**config.mk**
```make
export PLATFORM = sky130hd
export DESIGN_NAME = npc_fetch_unit
export DESIGN_NICKNAME = d
export VERILOG_FILES = /design/src/rtl/npc_fetch_unit.sv
export SDC_FILE = /design/constraint.sdc
export NUM_CORES = 1
export LEC_CHECK = 0
export BUFFER_PORTS_ARGS = -buffer_cell sky130_fd_sc_hd__buf_4
export CORE_ASPECT_RATIO = 1.5
export CORE_MARGIN = 10
export CORE_UTILIZATION = 56
export CTS_BUF_LIST = sky130_fd_sc_hd__clkbuf_8 sky130_fd_sc_hd__clkbuf_16
export CTS_CLUSTER_DIAMETER = 30
export CTS_CLUSTER_SIZE = 20
export DETAILED_ROUTE_END_ITERATION = 6
export GPL_TIMING_DRIVEN = 0
export PLACE_DENSITY_LB_ADDON = 0.12
export SYNTH_ARGS = -nofsm -noshare
export SYNTH_HDL_FRONTEND = slang
export SYNTH_SLANG_ARGS = --single-unit
```
**constraint.sdc**
```tcl
create_clock -name clk_i -period 5.9 [get_ports clk_i]
set_input_delay 0.59 -clock clk_i [delete_from_list [all_inputs] [get_ports clk_i]]
set_output_delay 0.59 -clock clk_i [all_outputs]
set_load 0.01 [all_outputs]
```
**src/rtl/npc_fetch_unit.sv**
```systemverilog
// npc_fetch_unit: sequential instruction-fetch front end of the single-cycle RISC-V core.
//
// Owns the PC. It fetches one instruction over a req/ack handshake and holds it
// until the core commits. It then computes the next PC from the control unit's
// select and starts the next fetch.
//
// Optional feature: define FETCH_PERF_CNT_EN to add the retire_cnt_o and
// stall_cnt_o performance counters.
//
// Ports:
//   clk_i          core clock
//   rst_ni         synchronous active-low reset
//   npc_op_i       next-PC select: 00 PC+4, 01 (rs1+imm)&~1, 10 PC+imm, 11 PC+4
//   rs1_i, imm_i   JALR base register and sign-extended immediate
//   commit_i       current instruction finished (honoured only while inst_valid_o=1)
//   imem_req_o     fetch request; imem_addr_o is the fetch address (= pc_o)
//   imem_ack_i     imem_rdata_i holds the fetched word this cycle
//   pc_o, pc4_o    address of the held instruction and that address plus 4
//   inst_o         held instruction word; inst_valid_o marks it executable
//   misalign_o     sticky: fetch halted on a misaligned target
//   retire_cnt_o   accepted commits (FETCH_PERF_CNT_EN only)
//   stall_cnt_o    request cycles without ack (FETCH_PERF_CNT_EN only)
module npc_fetch_unit #(
    parameter int unsigned          XLEN     = 32,
    parameter logic [XLEN-1:0]      RESET_PC = '0
) (
    input  logic            clk_i,
    input  logic            rst_ni,
    input  logic [1:0]      npc_op_i,
    input  logic [XLEN-1:0] rs1_i,
    input  logic [XLEN-1:0] imm_i,
    input  logic            commit_i,
    output logic            imem_req_o,
    output logic [XLEN-1:0] imem_addr_o,
    input  logic            imem_ack_i,
    input  logic [XLEN-1:0] imem_rdata_i,
    output logic [XLEN-1:0] pc_o,
    output logic [XLEN-1:0] pc4_o,
    output logic [XLEN-1:0] inst_o,
    output logic            inst_valid_o,
`ifdef FETCH_PERF_CNT_EN
    output logic [31:0]     retire_cnt_o,
    output logic [31:0]     stall_cnt_o,
`endif
    output logic            misalign_o
);

    localparam logic [XLEN-1:0] Nop = XLEN'(32'h0000_0013);

    typedef enum logic [1:0] {StBoot, StReq, StExec, StHalt} state_e;

    state_e          state_q, state_d;
    logic [XLEN-1:0] pc_q, pc_d;
    logic [XLEN-1:0] inst_q, inst_d;
    logic            inst_valid_q, inst_valid_d;
    logic            misalign_q, misalign_d;
    logic [XLEN-1:0] pc4;
    logic [XLEN-1:0] target;
    logic            commit_accept;

    assign pc4 = pc_q + XLEN'(4);
    // commit is only meaningful while an instruction is held (StExec).
    assign commit_accept = (state_q == StExec) && commit_i;

    always_comb begin
        target = pc4;
        case (npc_op_i)
            2'b01:   target = (rs1_i + imm_i) & ~XLEN'(1);
            2'b10:   target = pc_q + imm_i;
            default: target = pc4;
        endcase
    end

    always_comb begin
        state_d      = state_q;
        pc_d         = pc_q;
        inst_d       = inst_q;
        inst_valid_d = inst_valid_q;
        misalign_d   = misalign_q;
        unique case (state_q)
            StBoot: state_d = StReq;
            StReq: begin
                if (imem_ack_i) begin
                    inst_d       = imem_rdata_i;
                    inst_valid_d = 1'b1;
                    state_d      = StExec;
                end
            end
            StExec: begin
                if (commit_accept) begin
                    inst_valid_d = 1'b0;
                    if (target[1:0] == 2'b00) begin
                        pc_d    = target;
                        state_d = StReq;
                    end else begin
                        misalign_d = 1'b1;
                        state_d    = StHalt;
                    end
                end
            end
            StHalt: inst_valid_d = 1'b0;
            default: state_d = StBoot;
        endcase
    end

    always_ff @(posedge clk_i) begin
        if (!rst_ni) begin
            state_q      <= StBoot;
            pc_q         <= RESET_PC;
            inst_q       <= Nop;
            inst_valid_q <= 1'b0;
            misalign_q   <= 1'b0;
        end else begin
            state_q      <= state_d;
            pc_q         <= pc_d;
            inst_q       <= inst_d;
            inst_valid_q <= inst_valid_d;
            misalign_q   <= misalign_d;
        end
    end

    assign imem_req_o   = (state_q == StReq);
    assign imem_addr_o  = pc_q;
    assign pc_o         = pc_q;
    assign pc4_o        = pc4;
    assign inst_o       = inst_q;
    assign inst_valid_o = inst_valid_q;
    assign misalign_o   = misalign_q;

`ifdef FETCH_PERF_CNT_EN
    logic [31:0] retire_cnt_q, stall_cnt_q;

    always_ff @(posedge clk_i) begin
        if (!rst_ni) begin
            retire_cnt_q <= '0;
            stall_cnt_q  <= '0;
        end else begin
            if (commit_accept) begin
                retire_cnt_q <= retire_cnt_q + 32'd1;
            end
            if ((state_q == StReq) && !imem_ack_i) begin
                stall_cnt_q <= stall_cnt_q + 32'd1;
            end
        end
    end

    assign retire_cnt_o = retire_cnt_q;
    assign stall_cnt_o  = stall_cnt_q;
`endif

endmodule

```
[After elaboration in Yosys (flattened, before gate mapping)]
Cells that the tools add are included.
Operators by class
  add/subtract/negate cells: 3
  $mul: 0
  divide/modulo/power cells: 0
  magnitude comparators: 0
  equality and inequality tests: 7
  shift-type cells: 0
  muxes and demuxes: 8
  bitwise operators: 1
  reduce and logical (&&, ||, !) cells: 10
Operators by type and width (count)
  $add 32x32->32: 2
  $pmux 32 s2: 1
  $add 32x3->32 const B: 1
  $reduce_and 3->1: 4
  $eq 2x2->1 const B: 3
  $mux 2: 3
  $pmux 2 s3: 1
  $reduce_bool 3->1: 2
  $eq 2x1->1 const B: 2
  $logic_not 2->1: 2
  $pmux 1 s3: 1
  $mux 1: 2
  $ne 2x1->1 const B: 1
  $ne 2x2->1 const B: 1
  $reduce_and 2->1: 1
  $logic_and 1x1->1: 1
  $not 1->1: 1
Word-level totals
  register bits: 68
  bits in latches: 0
  RAM bits: 0
  memory bits (read-only): 0
  bits of input ports: 102
  memories: 0

[Depth between registers and ports, before layout]
  word-level depth: 6
  gate-level depth with buffers: 13
  gate-level depth less buffers: 13

[Worst setup path before layout]
Ideal clock, no wire load.
  path kind: in2reg
  start: input imm_i[0]
  end: register pc_q[30], in the netlist imem_addr_o[30]
  library setup time: 103 ps
  arrival time: 2965 ps
  data required time: 5797 ps
  setup slack: 2832 ps
  stages: 13
  cell sequence: ha_1 inv_1 fa_1 nor2b_1 o31a_1 o31a_1 o21a_2 o21ai_2 a21oi_2 nor2_2 o31a_1 o41a_1 a2111oi_2
Between the ends
  word-level cells in the longest chain between the ends: 4
RTL lines
  start: declaration: RTL line 31  | input logic [XLEN-1:0] imm_i,
  $add 32x32->32, on equally long branches: RTL line 69, 68
  $pmux 32 s2 (*): RTL line 67  | case (npc_op_i)
  $logic_not 2->1: RTL line 92  | if (target[1:0] == 2'b00) begin
  $reduce_and 3->1 (no line)
  end signal: assignment: RTL line 115  | pc_q <= pc_d;
  end: declaration: RTL line 53  | logic [XLEN-1:0] pc_q, pc_d;
Mark *: on every way between the ends. The rest lies on a longest branch, timed or not.
A chain may end at the register's enable or synchronous reset.

[Worst setup path in the final report]
  start: input rs1_i[8]
  end: register pc_q[23], in the netlist imem_addr_o[23]
Between the ends
  word-level cells in the longest chain between the ends: 2
RTL lines
  start: declaration: RTL line 30  | input logic [XLEN-1:0] rs1_i,
  $add 32x32->32: RTL line 68  | 2'b01: target = (rs1_i + imm_i) & ~XLEN'(1);
  $pmux 32 s2: RTL line 67
No other way between the ends.

==> results.toml <==
[status]
status = "finished, final reports clean"

[drt]
first_pass_iters = 6
drt_iter0_markers = 506
drt-total-wl_mm = 25.6
vias = 8008
via_per_inst = 6.00
drc_errors = 0
wl_per_cell_um = 19.2
ant_nets = 0

[setup_path]
r2r_setup_slack_ps = 2520
path_cells = "buf_4, ha_1, a21oi_1, o21ai_0, a2111oi_2, o21ai_1, o311a_4, nor2_4, xnor2_1, a221oi_1, a2111oi_0"
worstSetupPathType = "primary input to register"
ff2ff_path_depth = 12
cp.arrival_ps = 3990
reg2reg_to = "imem_addr_o[4]"
rr_startpoint = "imem_addr_o[0]"
crit_required_ps = 6120
cp_slowest_stage_delay_ps = 680
crit_slowest_cell = "a2111oi_2"
path_depth = 11
end_kind = "register"
crit_fanout = 5
start_kind = "primary input"
crit_family = "compound AO/OA/AOI/OAI gates"
critPathBufInv = 1

[power]
p_comb_share_pct = 34.1
leakagePower_nw = 4.33
p_sw_share_pct = 34.7
powerDensity_nw_per_um2 = 175
clkPwrFrac_pct = 34.6
total_power_mw = 1.61
peakVddDrop_v = 0.000193
power_frac_seq_pct = 31.4
p_switching_mw = 0.561
p_int_mw = 1.05

[clock_network]
cts_tree = "yes"
cts_hold_buf = 0
insertion_delay_ps = 340
numClockSinks = 68
cts-buffers-inserted = 9
cts_root_buf = "clkbuf_16"
htreeDepth = 3
clk_pin_slew_ps = 60
cts_resized = 0
post_cts_buffers = 0
cts_buffer_depth = 2

[global_routing]
grt_pass1_wl_mm = 39.2
grt_usage_pct = 27.0
grt.overflow.total = 0
antenna_found_initial = 0
grt_pass1_vias = 7765
grt_max_degree = 15

[job]
maxCapViolCount = 0

[final_layout]
multi_input_area_um2 = 5130
final_cell_mix = "buf_4, nand2_1, a21oi_1, ha_1, dfxtp_1"
areaGrowthSynthToFinish_pct = 32.0
insertedDiodeCount = 0
fillers = 1001
regArea_um2 = 1360
drive_gt1_share_pct = 26.2
fin_nets = 1350
final_util_pct = 76.3
mostFrequentLayoutCell = "buf_4"
final_cells = 1335

[timing]
fin_crit_ps = 3770
finalSetupViolations = 0
final.setup.tns_ps = 0
slew_violations = 0
worstMarginPinSlew_ps = 819
fin_crit_sh_pct = 63.9
max_slew_margin_pct = 44.9
hold_viol = 0
rsz0062_at_grt = "false"
holdWs_ps = 450
finalClockSkew_ps = 6.48
fmax_mhz = 265

[synthesis]
netlist_instances = 935
ys_top_cells_by_area = "dfxtp_1, ha_1, nand2_1"
synth-warning-count = 0
synth_area_um2 = 6980
synth_flop_cell = "dfxtp_1"
synth_edf_count = 0
synth_nets = 1108
ys_ff_latch = 68
async_flop_share_pct = 0
ys_types = 75
ys_seq_area_share_pct = 19.5
yosys.area.top_type = "dfxtp_1"
yosysTopAreaCellShare_pct = 19.5
syn_avg_cell_area_um2 = 7.47

[worst_hold_path]
hold_path_class = "primary input to register"
holdCritStartpoint = "imem_rdata_i[0]"
min_to = "inst_o[0]"
hold_depth = 3

[floorplanning]
start_util_pct = 57.8
die_x_um = 111
dieHeight_um = 157
fp-row-count = 49
dieArea_um2 = 17400
ios = 233
core_um2 = 12100

[placement]
dpl.cell_count = 1319
hpwl_mm = 20.6
gp_congestion = 0.990
portBuffers = 231
## metal layers
metal | track usage [%] | routed length, um
met1 | 27.9 | 9170
met2 | 48.4 | 12700
met3 | 7.16 | 2330
met4 | 15.2 | 1380
met5 | 0 | 0
## area by class of cell
type | instances | share of cell area, %
multi-input cells | 770 | 55.6
repair buffers | 231 | 18.8
flip-flops and latches | 68 | 14.8
plain buffers | 76 | 4.49
clock buffers | 9 | 2.44
well taps | 153 | 2.08
clock inverters | 7 | 0.896
inverters | 21 | 0.855
## kinds of logic after synthesis
| kind of cell | Yosys count | synth area share, % |
|---|---|---|
| and+or+nand+nor | 314 | 20.6 |
| AOI/OAI and AO/OA | 297 | 28.8 |
| buffers and inverters | 97 | 7.06 |
| xor gates and xnor gates | 88 | 11.0 |
| adders and majority gates | 71 | 12.9 |
| DFF | 68 | 19.5 |
## through the flow
step / instance area, um2 / setup WS, ps
2_1_floorplan: 6980 / 2830
3_3_place_gp: 8910 / 1900
3_5_place_dp: 8910 / 1890
4_1_cts: 9220 / 2220
5_1_grt: 9220 / 1950
6_report: 9220 / 2130
## power by group through the flow
stage	sequential, mW	combinational, mW	clock [mW]
3_5_place_dp	0.515	0.540	0
6_report	0.506	0.550	0.558
5_1_grt	0.508	0.597	0.578
2_1_floorplan	0.521	0.326	0
4_1_cts	0.505	0.544	0.558
3_3_place_gp	0.514	0.534	0
## worst max path at each step
stage	slack, ps	to	startpoint
after CTS	2220	pc4_o[26]	imem_addr_o[2]
final	2130	imem_addr_o[23]	rs1_i[8]
after global placement	1900	imem_addr_o[23]	rs1_i[8]
after global routing	1950	pc4_o[26]	imem_addr_o[2]
after detailed placement	1890	imem_addr_o[23]	rs1_i[8]
after floorplan	2830	imem_addr_o[30]	imm_i[0]
## worst min-delay path: stages
cell and delay [ps]:
buf_4 80, nand2_1 40, nand3_1 60
## registers in the layout (all words and copies together), names as in the netlist
| register | count |
|---|---|
| imem_addr_o | 32 |
| inst_o | 32 |
| state_q | 2 |
| inst_valid_o | 1 |
| misalign_o | 1 |
## synthesized netlist by cell type (all sizes together), types with 4 or more instances
library cell	number
buf	38
nand2b	6
and3	8
clkbuf	38
dfxtp	68
o211a	4
o21a	9
or3	5
o211ai	5
a21o	28
nor4	4
xor2	28
nand2	143
nand3	29
nor2b	6
a221o	5
o221ai	4
a2111oi	5
and2	10
nor3	22
and4	6
a21oi	106
inv	20
o22ai	14
o21bai	7
nor2	57
a22oi	8
o21ai	43
nand4	11
a211oi	9
a221oi	18
xnor2	60
ha	69
a31oi	8
Power figures use the tool's default switching activity.
